<file path="src/rtl/rs_age_wakeup.sv">
// Reservation station with multi-channel CDB wakeup, issue-cycle bypass and
// oldest-ready-first selection behind a valid/ready dispatch handshake.
module rs_age_wakeup #(
  parameter int unsigned RS_DEPTH = 8,
  parameter int unsigned ROB_BIT  = 4,
  parameter int unsigned NUM_CDB  = 2,
  parameter int unsigned XLEN     = 32
) (
  input  logic                       clk_in,
  input  logic                       rst_in,
  input  logic                       rdy_in,
  input  logic                       flush_in,
  input  logic                       issue_valid_in,
  input  logic [6:0]                 issue_op_type_in,
  input  logic [2:0]                 issue_op_in,
  input  logic                       issue_funct7b5_in,
  input  logic [XLEN-1:0]            issue_v1_in,
  input  logic [XLEN-1:0]            issue_v2_in,
  input  logic                       issue_dep1_in,
  input  logic                       issue_dep2_in,
  input  logic [ROB_BIT-1:0]         issue_q1_in,
  input  logic [ROB_BIT-1:0]         issue_q2_in,
  input  logic [ROB_BIT-1:0]         issue_rd_rob_in,
  input  logic [XLEN-1:0]            issue_pc_in,
  input  logic [NUM_CDB-1:0]         cdb_valid_in,
  input  logic [NUM_CDB*ROB_BIT-1:0] cdb_rob_in,
  input  logic [NUM_CDB*XLEN-1:0]    cdb_value_in,
  output logic                       disp_valid_out,
  input  logic                       disp_ready_in,
  output logic [6:0]                 disp_op_type_out,
  output logic [2:0]                 disp_op_out,
  output logic                       disp_funct7b5_out,
  output logic [XLEN-1:0]            disp_v1_out,
  output logic [XLEN-1:0]            disp_v2_out,
  output logic [ROB_BIT-1:0]         disp_rd_rob_out,
  output logic [XLEN-1:0]            disp_pc_out,
  output logic                       full_out,
  output logic [$clog2(RS_DEPTH):0]  count_out
);

  localparam int unsigned RS_BIT = $clog2(RS_DEPTH);
  localparam int unsigned CNT_W  = RS_BIT + 1;

  typedef struct packed {
    logic [6:0]         op_type;
    logic [2:0]         op;
    logic               funct7b5;
    logic [XLEN-1:0]    v1;
    logic [XLEN-1:0]    v2;
    logic               dep1;
    logic               dep2;
    logic [ROB_BIT-1:0] q1;
    logic [ROB_BIT-1:0] q2;
    logic [ROB_BIT-1:0] rd_rob;
    logic [XLEN-1:0]    pc;
    logic [RS_BIT-1:0]  age;
  } entry_t;

  entry_t             ent_q [RS_DEPTH];
  entry_t             ent_d [RS_DEPTH];
  logic [RS_DEPTH-1:0] busy_q, busy_d;
  logic [CNT_W-1:0]   count_q, count_d;

  logic [RS_DEPTH-1:0] ready;
  logic               sel_found;
  logic [RS_BIT-1:0]  sel_idx;
  logic [RS_BIT-1:0]  sel_age;
  logic [RS_BIT-1:0]  free_idx;
  logic               issue_acc;
  logic               fire;
  entry_t             sel_ent;
  entry_t             new_ent;

  // True when any valid channel broadcasts the given tag.
  function automatic logic cdb_hit(input logic [ROB_BIT-1:0] tag,
                                   input logic [NUM_CDB-1:0] vld,
                                   input logic [NUM_CDB*ROB_BIT-1:0] rob);
    logic hit;
    hit = 1'b0;
    for (int k = 0; k < int'(NUM_CDB); k++) begin
      if (vld[k] && (rob[k*ROB_BIT +: ROB_BIT] == tag)) hit = 1'b1;
    end
    return hit;
  endfunction

  // Value of the lowest-numbered matching channel (scanned high to low).
  function automatic logic [XLEN-1:0] cdb_val(input logic [ROB_BIT-1:0] tag,
                                              input logic [NUM_CDB-1:0] vld,
                                              input logic [NUM_CDB*ROB_BIT-1:0] rob,
                                              input logic [NUM_CDB*XLEN-1:0] val);
    logic [XLEN-1:0] res;
    res = '0;
    for (int k = int'(NUM_CDB) - 1; k >= 0; k--) begin
      if (vld[k] && (rob[k*ROB_BIT +: ROB_BIT] == tag)) res = val[k*XLEN +: XLEN];
    end
    return res;
  endfunction

  // Readiness uses registered state only; same-cycle wakeups dispatch next cycle.
  always_comb begin
    for (int i = 0; i < int'(RS_DEPTH); i++) begin
      ready[i] = busy_q[i] && !ent_q[i].dep1 && !ent_q[i].dep2;
    end
  end

  // Oldest ready entry: largest age wins.
  always_comb begin
    sel_found = 1'b0;
    sel_idx   = '0;
    sel_age   = '0;
    for (int i = 0; i < int'(RS_DEPTH); i++) begin
      if (ready[i] && (!sel_found || (ent_q[i].age > sel_age))) begin
        sel_found = 1'b1;
        sel_idx   = RS_BIT'(i);
        sel_age   = ent_q[i].age;
      end
    end
  end

  always_comb begin
    free_idx = '0;
    for (int i = int'(RS_DEPTH) - 1; i >= 0; i--) begin
      if (!busy_q[i]) free_idx = RS_BIT'(i);
    end
  end

  assign full_out       = &busy_q;
  assign count_out      = count_q;
  assign issue_acc      = issue_valid_in && !full_out;
  assign disp_valid_out = sel_found && rdy_in;
  assign fire           = disp_valid_out && disp_ready_in;
  assign sel_ent        = ent_q[sel_idx];

  assign disp_op_type_out  = sel_found ? sel_ent.op_type  : '0;
  assign disp_op_out       = sel_found ? sel_ent.op       : '0;
  assign disp_funct7b5_out = sel_found ? sel_ent.funct7b5 : 1'b0;
  assign disp_v1_out       = sel_found ? sel_ent.v1       : '0;
  assign disp_v2_out       = sel_found ? sel_ent.v2       : '0;
  assign disp_rd_rob_out   = sel_found ? sel_ent.rd_rob   : '0;
  assign disp_pc_out       = sel_found ? sel_ent.pc       : '0;

  // Incoming op with the issue-cycle CDB bypass applied.
  always_comb begin
    new_ent          = '0;
    new_ent.op_type  = issue_op_type_in;
    new_ent.op       = issue_op_in;
    new_ent.funct7b5 = issue_funct7b5_in;
    new_ent.q1       = issue_q1_in;
    new_ent.q2       = issue_q2_in;
    new_ent.rd_rob   = issue_rd_rob_in;
    new_ent.pc       = issue_pc_in;
    new_ent.v1       = issue_v1_in;
    new_ent.v2       = issue_v2_in;
    new_ent.dep1     = issue_dep1_in;
    new_ent.dep2     = issue_dep2_in;
    if (issue_dep1_in && cdb_hit(issue_q1_in, cdb_valid_in, cdb_rob_in)) begin
      new_ent.dep1 = 1'b0;
      new_ent.v1   = cdb_val(issue_q1_in, cdb_valid_in, cdb_rob_in, cdb_value_in);
    end
    if (issue_dep2_in && cdb_hit(issue_q2_in, cdb_valid_in, cdb_rob_in)) begin
      new_ent.dep2 = 1'b0;
      new_ent.v2   = cdb_val(issue_q2_in, cdb_valid_in, cdb_rob_in, cdb_value_in);
    end
  end

  // Next state: flush beats wakeup, dispatch and issue; rdy_in low holds everything.
  always_comb begin
    for (int i = 0; i < int'(RS_DEPTH); i++) ent_d[i] = ent_q[i];
    busy_d  = busy_q;
    count_d = count_q;
    if (rdy_in) begin
      if (flush_in) begin
        busy_d  = '0;
        count_d = '0;
      end else begin
        for (int i = 0; i < int'(RS_DEPTH); i++) begin
          if (busy_q[i]) begin
            if (ent_q[i].dep1 && cdb_hit(ent_q[i].q1, cdb_valid_in, cdb_rob_in)) begin
              ent_d[i].dep1 = 1'b0;
              ent_d[i].v1   = cdb_val(ent_q[i].q1, cdb_valid_in, cdb_rob_in, cdb_value_in);
            end
            if (ent_q[i].dep2 && cdb_hit(ent_q[i].q2, cdb_valid_in, cdb_rob_in)) begin
              ent_d[i].dep2 = 1'b0;
              ent_d[i].v2   = cdb_val(ent_q[i].q2, cdb_valid_in, cdb_rob_in, cdb_value_in);
            end
            if (issue_acc && !(fire && (sel_idx == RS_BIT'(i)))) begin
              ent_d[i].age = ent_q[i].age + RS_BIT'(1);
            end
          end
        end
        if (fire) busy_d[sel_idx] = 1'b0;
        if (issue_acc) begin
          ent_d[free_idx]  = new_ent;
          busy_d[free_idx] = 1'b1;
        end
        count_d = count_q + CNT_W'(issue_acc) - CNT_W'(fire);
      end
    end
  end

  always_ff @(posedge clk_in or posedge rst_in) begin
    if (rst_in) begin
      busy_q  <= '0;
      count_q <= '0;
      for (int i = 0; i < int'(RS_DEPTH); i++) ent_q[i] <= '0;
    end else begin
      busy_q  <= busy_d;
      count_q <= count_d;
      for (int i = 0; i < int'(RS_DEPTH); i++) ent_q[i] <= ent_d[i];
    end
  end

endmodule

</file>
<file path="config.mk">
export PLATFORM = sky130hd
export DESIGN_NAME = rs_age_wakeup
export DESIGN_NICKNAME = d
export VERILOG_FILES = /design/src/rtl/rs_age_wakeup.sv
export SDC_FILE = /design/constraint.sdc
export NUM_CORES = 2
export LEC_CHECK = 0
export ABC_AREA = 1
export BUFFER_PORTS_ARGS = -buffer_cell sky130_fd_sc_hd__buf_4
export CAP_MARGIN = 25
export CORE_MARGIN = 5
export CORE_UTILIZATION = 35
export DETAILED_ROUTE_END_ITERATION = 6
export PLACE_DENSITY_LB_ADDON = 0.3
export SETUP_SLACK_MARGIN = 0.3
export SLEW_MARGIN = 0
export SYNTH_ARGS = -nofsm -noshare
export SYNTH_HDL_FRONTEND = slang
export SYNTH_SLANG_ARGS = --single-unit
</file>
<file path="constraint.sdc">
create_clock -name clk_in -period 79.1 [get_ports clk_in]
set_clock_uncertainty 0.15 [all_clocks]
set_input_delay 11.865 -clock clk_in [delete_from_list [all_inputs] [get_ports clk_in]]
set_output_delay 11.865 -clock clk_in [all_outputs]
set_load 0.02 [all_outputs]
</file>
Word level (Yosys, flattened, before mapping) --
Cells that the tools add are included.
Word-level totals: register bits after elaboration 1004, input port bits 201, output and inout bits 117, logic and storage cells 579
Operators by class: $add $sub $neg 10, order comparisons 14, equal/unequal tests 43, mux-type cells 266, bitwise operators 6, reductions and logical operators 142
Operators by type and width (number):
- $mux W32 | 57
- $mux W66 | 24
- $bwmux W992 | 1
- $mux W981 | 1
- $bmux W124 S3 | 1
- $demux W124 S3 | 1
- $mux W124 | 3
- $mux W3 | 54
- $eq A4 B4 Y1 | 36
- $mux W1 | 114
- $logic_and A1 B1 Y1 | 99
- $mux W8 | 5
- $logic_not A1 Y1 | 32
- $add A3 B1 Y3 const B | 8
- $gt A3 B3 Y1 | 7
- $eq A3 B3 Y1 const B | 4
- $and A8 B8 Y8 | 1
- $ge A4 B4 Y1 const B | 2
- $lt A3 B4 Y1 const B | 2
- $mux W4 | 2
- $not A3 Y4 | 2
- $not A8 Y8 | 1
- $or A8 B8 Y8 | 1
- $reduce_and A8 Y1 | 1
- other kinds (13) | 22

Longest topological paths before layout --
depth after elaboration 44, mapped depth 69, gate-level depth less buffers 68

Worst setup path after synthesis --
OpenSTA, ideal clock, no wires.
kind input -> output, start point in rdy_in, end point out disp_valid_out, arrival 12.224 ns, data required time 67.085 ns, slack 54.861 ns, stages on the path 2, cell sequence inv_1 > nor2_1
On the way: word-level cells in the longest chain between the ends 1
Ends and longest elaborated chain:
- start, declared | RTL line 11 | input logic rdy_in,
- $logic_and A1 B1 Y1 | RTL line 130 | assign disp_valid_out = sel_found && rdy_in;
- end, declared | RTL line 28 | output logic disp_valid_out,
No other way between the ends.

Final worst setup path --
start point reg busy_q[0], end point out disp_v1_out[19]
On the way: word-level cells in the longest chain between the ends 36
Ends and longest elaborated chain:
- start, declared | RTL line 61 | logic [RS_DEPTH-1:0] busy_q, busy_d;
- start signal, assigned | RTL line 207 | busy_q <= busy_d;
- $logic_and A1 B1 Y1 * (2 in a row) | RTL line 102 | ready[i] = busy_q[i] && !ent_q[i].dep1 && !ent_q[i].dep2;
- $mux W3 / $mux W1 (equally long branches) | RTL line 112 | if (ready[i] && (!sel_found || (ent_q[i].age > sel_age))) begin
- $gt A3 B3 Y1 / $logic_not A1 Y1 (equally long branches) | RTL line 112
- $logic_or A1 B1 Y1 | RTL line 112
- $logic_and A1 B1 Y1 | RTL line 112
- $mux W3 / $mux W1 (equally long branches) | RTL line 112
- $gt A3 B3 Y1 / $logic_not A1 Y1 (equally long branches) | RTL line 112
- $logic_or A1 B1 Y1 | RTL line 112
- [... 18 more ...]
- $gt A3 B3 Y1 / $logic_not A1 Y1 (equally long branches) | RTL line 112
- $logic_or A1 B1 Y1 | RTL line 112
- $logic_and A1 B1 Y1 | RTL line 112
- $mux W3 | RTL line 112
- $not A3 Y4 (not written as such) | RTL line 132 | assign sel_ent = ent_q[sel_idx];
- $bmux W124 S3 | RTL line 132
- $mux W124 (not written as such) (2 in a row) | RTL line 132
- $mux W32 * | RTL line 137 | assign disp_v1_out = sel_found ? sel_ent.v1 : '0;
- end, declared | RTL line 33 | output logic [XLEN-1:0] disp_v1_out,
Every way passes the cells marked *; elsewhere a longest branch is shown, timed or not. The select of a mux whose other input is x is not followed.

==> impl_metrics.env <==
export IMPL_max_clock_freq_ghz=0.0381
export IMPL_rows=157
export IMPL_netlist_cell_type_count=43
export IMPL_crit_path_start_kind="flip-flop"
export IMPL_ys_ff_latch=1004
export IMPL_drt_total_wl_um=319000
export IMPL_antenna_found_initial=52
export IMPL_synth_area_top_cells="dfrtp_1 39%, nand2_1 13%, o21ai_0 12%"
export IMPL_drt_first_iter_violations=10500
export IMPL_syn_area_per_cell_um2=6.91
export IMPL_drive_gt1_share_pct=8.24
export IMPL_cts_hold_buf=0
export IMPL_tightestPinTransition_ps=1230
export IMPL_finalCriticalPeriod_ps=26280
export IMPL_cellPowerDensity_mw_per_mm2=23.3
export IMPL_path_class="reg -> out"
export IMPL_startpoint="busy_q[0]"
export IMPL_cp_end_kind="output port"
export IMPL_ff2ff_path_depth=66
export IMPL_drv_slew=0
export IMPL_final_antenna_net_count=0
export IMPL_crit_top_cell="nand2_1"
export IMPL_grt_max_degree=202
export IMPL_grt_pass1_wl_um=464000
export IMPL_fin_crit_sh_pct=33.2
export IMPL_rr_startpoint="busy_q[0]"
export IMPL_synth_top_area_cell="dfrtp_1"
export IMPL_cts_tree="yes"
export IMPL_timing_max_cap_violations=0
export IMPL_gp_congestion=0.973
export IMPL_area_growth_pct=12.6
export IMPL_synth_edf_count=0
export IMPL_fin_area_mm2=0.0722
export IMPL_post_dp_cell_area_mm2=0.0677
export IMPL_status="finished with violations"
export IMPL_critPathSlowestCell="buf_4"
export IMPL_drc=1
export IMPL_fin_setup_tns_ps=0
export IMPL_netlist_area_leader_share_pct=39.2
export IMPL_hold_viol_final=0
export IMPL_layout_cells_most_common="nand2_1"
export IMPL_syn_num_nets=9526
export IMPL_cp_depth=69
export IMPL_wl_per_cell_um=27.4
export IMPL_cp_required_ps=67080
export IMPL_worst_path_max_fanout=56
export IMPL_crit_family="simple AND/OR/NAND/NOR gates"
export IMPL_cts_made_buffers=118
export IMPL_track_usage_pct=32.3
export IMPL_hpwl_um=186000
export IMPL_holdCritStartpoint="ent_q[517]"
export IMPL_p_leak_nw=31.7
export IMPL_cts_setup_buffers=0
export IMPL_synth_area_mm2=0.0642
export IMPL_crit_arrival_ps=14260
export IMPL_viasPerCell=6.12
export IMPL_slowest_delay_ps=820
export IMPL_nNetsFinal=9321
export IMPL_grt_overflow=0
export IMPL_clock_latency_ps=830
export IMPL_fin_cells=11600
export IMPL_vias=71200
export IMPL_start_util_pct=35.1
export IMPL_cts_root_buf="clkbuf_16"
export IMPL_min_path_cells=2
export IMPL_die_h_um=438
export IMPL_critical_path_buf_inv_count=8
export IMPL_post_cts_resized=0
export IMPL_finalSetupViolCount=0
export IMPL_peakVddDrop_uv=30.2
export IMPL_ys_warnings_count=0
export IMPL_first_pass_iters=7
export IMPL_die_w_um=438
export IMPL_utilization_pct=39.5
export IMPL_cts_max_level=3
export IMPL_path_clk_slew_ps=60
export IMPL_yosysSeqAreaShare_pct=39.2
export IMPL_cts_sinks=1004
export IMPL_syn_inst=9291
export IMPL_async_flop_share_pct=100
export IMPL_hold_path_class="reg -> reg"
export IMPL_max_slew_margin_pct=17.7
export IMPL_num_io_pins=318
export IMPL_violations="DRC"
export IMPL_die_area_mm2=0.192
export IMPL_clk_path_buf_depth=3
export IMPL_grt_pass1_vias=66800
export IMPL_core_area_mm2=0.183
export IMPL_ys_flop_type="dfrtp_1"
export IMPL_rsz0062_at_grt="no"
export IMPL_mostFrequentLayoutCells="2288 x nand2_1, 1475 x o21ai_0, 1004 x dfrtp_1, 952 x inv_1, 850 x nand3_1"
export IMPL_post_place_cells=11300
export IMPL_placement_io_buffers=317
[final cells by class]
| cell class | count | area, um^2 |
|---|---|---|
| Fill cell | 19100 | 110000 |
| Multi-Input combinational cell | 6491 | 32300 |
| Sequential cell | 1004 | 25100 |
| Timing Repair Buffer | 480 | 3940 |
| Inverter | 991 | 3750 |
| Clock buffer | 180 | 3500 |
| Tap cell | 2385 | 2980 |
| Clock inverter | 42 | 562 |
| Antenna cell | 45 | 113 |
[worst register-to-register path: cells and delay by family (launching register included)]
family                   cells  cell delay (ps)
adder cells (fa/ha/maj)      7             2250
AO/OA/AOI/OAI               14             1960
buffers and inverters        6             2380
AND/OR/NAND/NOR             39             5310
flip-flops                   1              510
[per-stage QoR]
stage / hold slack (ps) / worst slack (ps) / power (W)
after detailed placement: 314 / 53940 / 0.00110
after CTS: 330 / 53060 / 0.00167
final: 326 / 52820 / 0.00168
after global placement: 307 / 53830 / 0.00109
after floorplan: 294 / 38840 / 0.000926
after global routing: 345 / 51850 / 0.00176
[layer usage]
| metal | global-route usage [%] | vias up | wire [um] |
|---|---|---|---|
| met4 | 26.5 | 10 | 30000 |
| met1 | 38.7 | 33700 | 115000 |
| li1 | - | 30800 | - |
| met5 | 0.655 | - | 80 |
| met2 | 46.7 | 5205 | 134000 |
| met3 | 10.8 | 1386 | 39800 |
[final timing paths]
path	slack [ps]	end
min	330	ent_q[517]
min in group asynchronous	11060	ent_q[57]
max	52820	disp_v1_out[19]
max in group asynchronous	63850	ent_q[587]
max reg2reg	66480	ent_q[746]
min reg2reg	330	ent_q[517]
[cell usage after synthesis, types with 63 or more instances]
master and number:
a21oi_1 165, buf_2 218, clkbuf_1 522, dfrtp_1 1004, inv_1 956, nand2_1 2297, nand3_1 855, nand4_1 156
nor2_1 516, o211ai_1 302, o21ai_0 1478, o21ai_1 123, o221ai_1 329, o22ai_1 63
[report_power, final]
part           leakage [nW]  switching (W)  internal, W  total [W]
Sequential             12.3      0.0000362     0.000592   0.000628
Clock                  1.99       0.000252     0.000329   0.000580
Combinational          17.4       0.000328     0.000148   0.000476
[logic make-up after synthesis]
family / count (synthesis) / share of synthesized area (%)
AO/OA/AOI/OAI: 2500 / 22.9
flip-flops: 1004 / 39.2
AND/OR/NAND/NOR: 3914 / 25.7
adder cells (fa/ha/maj): 34 / 0.675
multiplexers: 5 / 0.0780
XOR/XNOR: 38 / 0.519
buffers and inverters: 1796 / 11.0
[sequential cells by signal (all words and copies together), names as in the netlist]
name / cells
ent_q: 992
busy_q: 8
count_out: 4
Note: power is estimated with default switching activity, not from simulation.
